--- config.mk ---
export PLATFORM = sky130hd
export DESIGN_NAME = mix_i2s_tx
export DESIGN_NICKNAME = d
export VERILOG_FILES = /design/src/rtl/synth_pkg.sv /design/src/rtl/gain_sat.sv /design/src/rtl/mix_i2s_tx.sv
export SDC_FILE = /design/constraint.sdc
export NUM_CORES = 1
export LEC_CHECK = 0
export ABC_AREA = 1
export CAP_MARGIN = 20
export CORE_UTILIZATION = 49
export DETAILED_ROUTE_END_ITERATION = 6
export MAX_ROUTING_LAYER = met4
export PLACE_DENSITY = 0.69
export SETUP_SLACK_MARGIN = 0.4
export SYNTH_ARGS = -nofsm -noshare
export SYNTH_HDL_FRONTEND = slang
export SYNTH_SLANG_ARGS = --single-unit
--- constraint.sdc ---
create_clock -name clk -period 2.3 [get_ports clk]
set_input_delay 0.23 -clock clk [delete_from_list [all_inputs] [get_ports clk]]
set_output_delay 0.23 -clock clk [all_outputs]
set_load 0.02 [all_outputs]
--- src/rtl/synth_pkg.sv ---
// Shared constants and helpers for the mixer audio output path.
// Latency: none (declarations and a combinational function only).
// Backpressure: none.
package synth_pkg;

  localparam int MIX_W    = 20;
  localparam int SAMPLE_W = 16;
  localparam int MAX_GAIN = 4;
  localparam logic [MIX_W-1:0] MIX_OFFSET = 20'h80000;

  // Clamp a wide signed value into the 16-bit signed sample range
  function automatic logic signed [SAMPLE_W-1:0] sat16(input logic signed [23:0] x);
    if (x > 24'sd32767) begin
      return 16'sh7FFF;
    end else if (x < -24'sd32768) begin
      return 16'sh8000;
    end else begin
      return x[SAMPLE_W-1:0];
    end
  endfunction

endpackage

--- src/rtl/gain_sat.sv ---
// Recentre the unsigned mixer sum, apply power-of-two gain, saturate to 16 bits.
// Latency: 1 clk (stage-1 register, updated every cycle).
// Backpressure: none; the input is sampled continuously.
module gain_sat
  import synth_pkg::*;
(
  input  logic                clk,
  input  logic                rst_n,
  input  logic [MIX_W-1:0]    mixed_signal,
  input  logic [2:0]          gain_shift,
  output logic [SAMPLE_W-1:0] word,
  output logic                clip_flag
);

  logic        [2:0]          gain;
  logic signed [MIX_W-1:0]    centred;
  logic signed [23:0]         scaled;
  logic signed [23:0]         reduced;
  logic signed [SAMPLE_W-1:0] sat_word;
  logic                       sat_hit;

  // Recentre (same as flipping bit 19), scale, drop 4 fractional bits, saturate
  always_comb begin
    gain     = (gain_shift > 3'(MAX_GAIN)) ? 3'(MAX_GAIN) : gain_shift;
    centred  = mixed_signal - MIX_OFFSET;
    scaled   = {{4{centred[MIX_W-1]}}, centred} <<< gain;
    reduced  = scaled >>> 4;
    sat_word = sat16(reduced);
    sat_hit  = (reduced != {{8{sat_word[SAMPLE_W-1]}}, sat_word});
  end

  // Stage-1 register: refreshed every clk with the word and its clip flag
  always_ff @(posedge clk or negedge rst_n) begin
    if (!rst_n) begin
      word      <= '0;
      clip_flag <= 1'b0;
    end else begin
      word      <= sat_word;
      clip_flag <= sat_hit;
    end
  end

endmodule

--- src/rtl/mix_i2s_tx.sv ---
// Mono-duplicated I2S transmitter fed from the 16-voice mixer sum.
// Latency: 1 clk into stage 1, word MSB on sdata at the next frame-start BCLK fall.
// Backpressure: none; frames free-run while enable is high, one strobe per frame.
module mix_i2s_tx
  import synth_pkg::*;
#(
  parameter int CLK_DIV = 8
) (
  input  logic             clk,
  input  logic             rst_n,
  input  logic             enable,
  input  logic [MIX_W-1:0] mixed_signal,
  input  logic [2:0]       gain_shift,
  output logic             bclk,
  output logic             lrclk,
  output logic             sdata,
  output logic             sample_strobe,
  output logic             clip
);

  localparam int DIV_W = (CLK_DIV > 2) ? $clog2(CLK_DIV) : 1;

  logic [DIV_W-1:0]    div_cnt;
  logic [4:0]          bit_cnt;
  logic [31:0]         shreg;
  logic [SAMPLE_W-1:0] word;
  logic                word_clip;
  logic                div_wrap;
  logic                bclk_fall;
  logic                frame_start;

  gain_sat u_gain_sat (
    .clk          (clk),
    .rst_n        (rst_n),
    .mixed_signal (mixed_signal),
    .gain_shift   (gain_shift),
    .word         (word),
    .clip_flag    (word_clip)
  );

  assign div_wrap    = (div_cnt == DIV_W'(CLK_DIV - 1));
  assign bclk_fall   = div_wrap && bclk;
  assign frame_start = bclk_fall && (bit_cnt == 5'd31);
  assign sdata       = shreg[31];

  // Bit-clock divider: toggle bclk every CLK_DIV cycles, parked low when disabled
  always_ff @(posedge clk or negedge rst_n) begin
    if (!rst_n) begin
      div_cnt <= '0;
      bclk    <= 1'b0;
    end else if (!enable) begin
      div_cnt <= '0;
      bclk    <= 1'b0;
    end else if (div_wrap) begin
      div_cnt <= '0;
      bclk    <= ~bclk;
    end else begin
      div_cnt <= div_cnt + 1'b1;
    end
  end

  // Framing: bit counter, word select, shift register, strobe and frame clip flag
  always_ff @(posedge clk or negedge rst_n) begin
    if (!rst_n) begin
      bit_cnt       <= 5'd31;
      lrclk         <= 1'b0;
      shreg         <= '0;
      sample_strobe <= 1'b0;
      clip          <= 1'b0;
    end else if (!enable) begin
      // Idle parks at bit 31 so the first fall after re-enable starts a frame
      bit_cnt       <= 5'd31;
      lrclk         <= 1'b0;
      shreg         <= '0;
      sample_strobe <= 1'b0;
    end else begin
      sample_strobe <= frame_start;
      if (bclk_fall) begin
        bit_cnt <= bit_cnt + 5'd1;
        if (frame_start) begin
          shreg <= {word, word};
          clip  <= word_clip;
        end else begin
          shreg <= {shreg[30:0], 1'b0};
        end
        // Word select leads each channel MSB by one BCLK
        if (bit_cnt == 5'd30) begin
          lrclk <= 1'b0;
        end else if (bit_cnt == 5'd14) begin
          lrclk <= 1'b1;
        end
      end
    end
  end

endmodule

Word-level counts from Yosys, hierarchy flattened
Cells that the tools add are included.
{"block": "word_totals", "latch_bits": 0, "register_bits": 61, "output_inout_bits": 5, "in_bits": 26, "ramBits": 0, "memories": 0, "elab_cells": 46, "romBits": 0}
{"block": "op_classes", "n_shift": 1, "n_lt_le_gt_ge": 3, "div": 0, "reduce_logical": 4, "mul": 0, "eq_ne": 8, "n_bitwise": 1, "muxes": 17, "addsub": 3}
{"operator": "$mux W32", "n": 3}
{"operator": "$mux W16", "n": 2}
{"operator": "$ne A24 B24 Y1", "n": 1}
{"operator": "$sshl A24 B3 Y24", "n": 1}
{"operator": "$gt A20 B16 Y1 const B", "n": 1}
{"operator": "$lt A20 B16 Y1 const B", "n": 1}
{"operator": "$sub A20 B20 Y20 const B", "n": 1}
{"operator": "$eq A5 B5 Y1 const B", "n": 2}
{"operator": "$mux W5", "n": 2}
{"operator": "$mux W3", "n": 3}
{"operator": "$mux W1", "n": 7}
{"operator": "$add A5 B1 Y5 const B", "n": 1}
{"operator": "$eq A5 B4 Y1 const B", "n": 1}
{"operator": "$ne A2 B1 Y1 const B", "n": 2}
{"operator": "$add A3 B1 Y3 const B", "n": 1}
{"operator": "$eq A3 B3 Y1 const B", "n": 1}
{"operator": "$gt A3 B3 Y1 const B", "n": 1}
{"operator": "$ne A3 B1 Y1 const B", "n": 1}
{"operator": "$reduce_and A3 Y1", "n": 1}
{"operator": "$logic_and A1 B1 Y1", "n": 2}
{"operator": "$reduce_and A2 Y1", "n": 1}
{"operator": "$not A1 Y1", "n": 1}

Longest topological paths before layout
{"block": "depth", "ltp_word": 7, "ltp_mapped": 11, "mapped_depth_nobuf": 10}

Hierarchy
From an unflattened synthesis, not the netlist that was laid out.
{"block": "unflattened", "hier_cells": 572, "area_unflattened_um2": 3809.9}
{"module": "mix_i2s_tx", "cells_per_inst": 284, "seq_area_each_um2": 1107.3, "area_per_inst_um2": 2194.6, "instances": 1}
{"module": "gain_sat", "cells_per_inst": 288, "seq_area_each_um2": 425.4, "area_per_inst_um2": 1615.3, "instances": 1}

Worst setup path before layout
OpenSTA, ideal clock, no wires.
{"block": "synth_path", "path_type": "register to register", "start": "register bit_cnt[0]", "end": "register shreg[23]", "period_less_slack_ps": 1756, "setup_time_ps": 131, "t_required_ps": 2169, "slack_ps": 544, "n_path_buf": 1, "stages_incl_launch_ff": 11, "arrival_ps": 1625, "cell_sequence": "dfstp_2 > ha_1 > inv_1 > nor2_1 > ha_1 > nand2_1 > inv_1 > clkbuf_1 > o21ai_0 > nand2_1 > o21ai_0"}
{"block": "synth_via", "elab_chain_len": 5}
{"element": "start: declaration", "line": "mix_i2s_tx.sv:24", "text": "logic [4:0] bit_cnt;"}
{"element": "start signal: assignment", "line": "mix_i2s_tx.sv:79", "text": "bit_cnt <= bit_cnt + 5'd1;"}
{"element": "$eq A5 B5 Y1", "line": "mix_i2s_tx.sv:43", "text": "assign frame_start = bclk_fall && (bit_cnt == 5'd31);"}
{"element": "$logic_and A1 B1 Y1", "line": "mix_i2s_tx.sv:43"}
{"element": "$mux W32", "line": "mix_i2s_tx.sv:80", "text": "if (frame_start) begin"}
{"element": "$mux W32", "line": "mix_i2s_tx.sv:78", "text": "if (bclk_fall) begin"}
{"element": "$mux W32", "line": "mix_i2s_tx.sv:70", "text": "end else if (!enable) begin"}
{"element": "end signal: assignment", "line": "mix_i2s_tx.sv:81", "text": "shreg <= {word, word};"}
{"element": "end signal: assignment", "line": "mix_i2s_tx.sv:84", "text": "shreg <= {shreg[30:0], 1'b0};"}
{"element": "end: declaration", "line": "mix_i2s_tx.sv:25", "text": "logic [31:0] shreg;"}
Every way passes these cells. The select of a mux whose other input is x is not followed.
A chain may end at the register's enable or synchronous reset.

Final worst setup path
{"block": "layout_path", "start": "register bit_cnt[1]", "end": "register shreg[15]"}
The elaborated chain is that of the path after synthesis.

==> results.cfg <==
[logic_synthesis]
synth_mux_area_share_pct = 0
synth_compound_area_share_pct = 17.5
syn_avg_cell_area_um2 = 7.81
synth_fp_nets = 447
ys_seq_area_share_pct = 47.2
syn_inst = 416
synth-seq-cells = 61
synth_xor_area_share_pct = 0
synthesis.area_um2 = 3250
yosys_warnings = 0
synthAdderAreaFrac_pct = 1.93
synth_top_family_by_area = simple AND/OR/NAND/NOR gates
synth_cell_types = 33
yosys.area_share.simple_pct = 23.2

[die]
die_area_um2 = 6960
core_area_um2 = 6390
die_h_um = 83.4
initial_core_util_pct = 50.9
ioPinCount = 31
die_w_um = 83.4
rows = 29

[timing]
setup_tns_ps = 0
tightest_slew_ps = 448
hold_viol = 0
rsz0062_at_grt = no
drv_slew = 0
setup_viol = 0
relSlewSlack_pct = 70.1
period_minus_slack_ps = 1800
max_freq_mhz = 554
skew_ps = 7.00
period_share_pct = 78.4

[detailed_routing]
routed_via_density = 5.17
wl_um = 6870
drc = 0
wl_per_cell_um = 12.7
final_antenna_net_count = 0
first_iter_violations = 147
num_vias = 2791
firstDrtPassIters = 5

[global_routing]
grt_pass1_vias = 2610
overflow = 0
grt_antenna_before_repair = 0
grt_usage_pct = 21.2
grt_max_degree = 45
grt_pass1_wl_um = 11400

[place]
place_area_um2 = 3600
io_buffers = 30
dp_hpwl_um = 4500
numPlacedInstances = 513
gp_congestion = 0.844

[critical_path]
max_stage_delay_ps = 550
path_cells = ha_2, inv_1, nor2_1, ha_2, nand2_4, inv_4, clkbuf_16, o21ai_0, a22o_1
required_ps = 2530
critPathCaptureType = register
crit_type = register to register
path_common_cell = ha_2
cp_data_arrival_time_ps = 2030
path_delay_family = flip-flops
slowest_stage = dfstp_2
cp_max_fo = 11
critPathBufInv = 3
start_kind = register

[pwr]
p_per_area_nw_per_um2 = 588
ir_drop_uv = 481
power_leakage_nw = 1.81

[clock_network]
path_clk_slew_ps = 70
cts_buffers = 9
h-tree-depth = 3
worstSkewPairLatency_ps = 340
cts.sinks = 61
cts_buffer_depth = 2
cts_tree = done
cts_root_buf = clkbuf_8

[min_path]
worstHoldPathType = input port to asynchronous set/reset pin

[layout]
nets = 489
layout-drive-gt1-share_pct = 18.4
final_cell_mix = nand2_1 (92), o21ai_0 (65), dfrtp_1 (56), inv_1 (50), nor2_1 (36)
n_fill_cell = 592
final_cell_area_um2 = 3960
post-route-util_pct = 61.9
area_growth_syn_to_layout_pct = 21.8
diodes = 0
final-instance-count-excl-fill = 540
layout_commonest_cell = nand2_1

[status]
status = finished, final reports clean

[job]
maxCapViolations = 0
==> layer usage <==
layer / vias up / track usage [%] / share of wire [%]
li1: 1411 / - / -
met1: 1300 / 25.0 / 45
met2: 71 / 35.2 / 49
met3: 9 / 2.98 / 3.4
met4: 0 / 11.4 / 2.1
met5: - / - / 0
==> Yosys cell counts <==
library cell / number / share of area [%]
nand2_1: 94 / 11
o21ai_0: 68 / 10
dfrtp_1: 56 / 43
inv_1: 53 / 6.1
nor2_1: 38 / 4.4
nand2_2: 22 / 4.2
clkbuf_1: 11 / 1.3
o22ai_1: 11 / 2.1
nand3_1: 7 / 1.1
a21oi_1: 6 / 0.92
o21ai_1: 6 / 0.92
dfstp_2: 5 / 4.0
ha_1: 5 / 1.9
buf_2: 4 / 0.62
inv_2: 3 / 0.35
a211oi_1: 2 / 0.46
a21oi_2: 2 / 0.54
a22o_1: 2 / 0.54
buf_12: 2 / 1.2
nand2_4: 2 / 0.69
nand3_2: 2 / 0.62
nand4_1: 2 / 0.39
nor2_2: 2 / 0.39
o211ai_1: 2 / 0.46
a21boi_1: 1 / 0.23
a32oi_1: 1 / 0.27
buf_4: 1 / 0.23
buf_6: 1 / 0.35
nand3b_1: 1 / 0.23
nor3_1: 1 / 0.15
o221ai_1: 1 / 0.27
o22a_1: 1 / 0.27
or2_2: 1 / 0.19
==> worst reg2reg max path, stage by stage (launching register included) <==
cell and delay [ps]:
dfstp_2 550, ha_2 180, inv_1 50, nor2_1 100, ha_2 200, nand2_4 80, inv_4 110, clkbuf_16 170
o21ai_0 80, a22o_1 190
==> per-stage QoR <==
step                      hold slack [ps]  worst slack (ps)  total power [mW]
final                                 369               496              2.32
after global routing                  420               371              2.43
after global placement                202               400              1.42
after floorplan                     -65.6               544              1.32
after detailed placement              209               309              1.42
after CTS                             379               381              2.34
==> where the power goes <==
group / internal (mW) / total, mW / leakage, nW / switching (mW)
clock: 0.505 / 0.905 / 0.101 / 0.400
combinational: 0.121 / 0.294 / 0.923 / 0.173
sequential: 1.11 / 1.13 / 0.783 / 0.0139
total: 1.74 / 2.32 / 1.81 / 0.587
==> timing repair <==
item / 4_1_cts / 5_1_grt
pin swaps: 0 / 1
cloned: 1 / 3
endpoints found under the hold margin: 17 / 0
resized for setup: 3 / 13
setup buffers: 3 / 3
hold buffers: 1 / 0
setup endpoints to repair: 33 / 33
==> sequential cells by signal (all words and copies together) (netlist names) <==
name / cells
u_gain_sat.clip_flag: 1
clip: 1
lrclk: 1
u_gain_sat.word: 16
bclk: 1
div_cnt: 3
shreg: 32
bit_cnt: 5
sample_strobe: 1
==> cells by family (layout without fill, tap and decap cells) <==
logic type,after synthesis,count (layout)
AOI/OAI and AO/OA,103,103
buffers and inverters,75,122
adders and majority gates,5,5
DFF,61,61
and+or+nand+nor,172,172
==> path summary, 6_finish.rpt <==
path / from / end / slack, ps / depth (start not counted)
min in group clk: div_cnt[0] / div_cnt[0] / 440 / 1
worst min register to register: div_cnt[0] / div_cnt[0] / 440 / 1
worst min-delay path: rst_n / div_cnt[2] / 370 / 2
worst max register to register: bit_cnt[1] / shreg[15] / 500 / 9
max in group asynchronous: rst_n / u_gain_sat.word[9] / 1240 / 3
worst max-delay path: bit_cnt[1] / shreg[15] / 500 / 9
==> final cells by class <==
| class | count | area [um^2] | share of cell area (%) |
|---|---|---|---|
| Multi-Input combinational cell | 280 | 1410 | 35.7 |
| Inverter | 56 | 216 | 5.47 |
| Timing Repair Buffer | 49 | 492 | 12.4 |
| Clock buffer | 13 | 179 | 4.52 |
| Clock inverter | 3 | 17.5 | 0.443 |
| Tap cell | 77 | 96.3 | 2.44 |
| Timing Repair inverter | 1 | 7.51 | 0.190 |
| Sequential cell | 61 | 1530 | 38.8 |
Note: power is estimated with default switching activity, not from simulation.
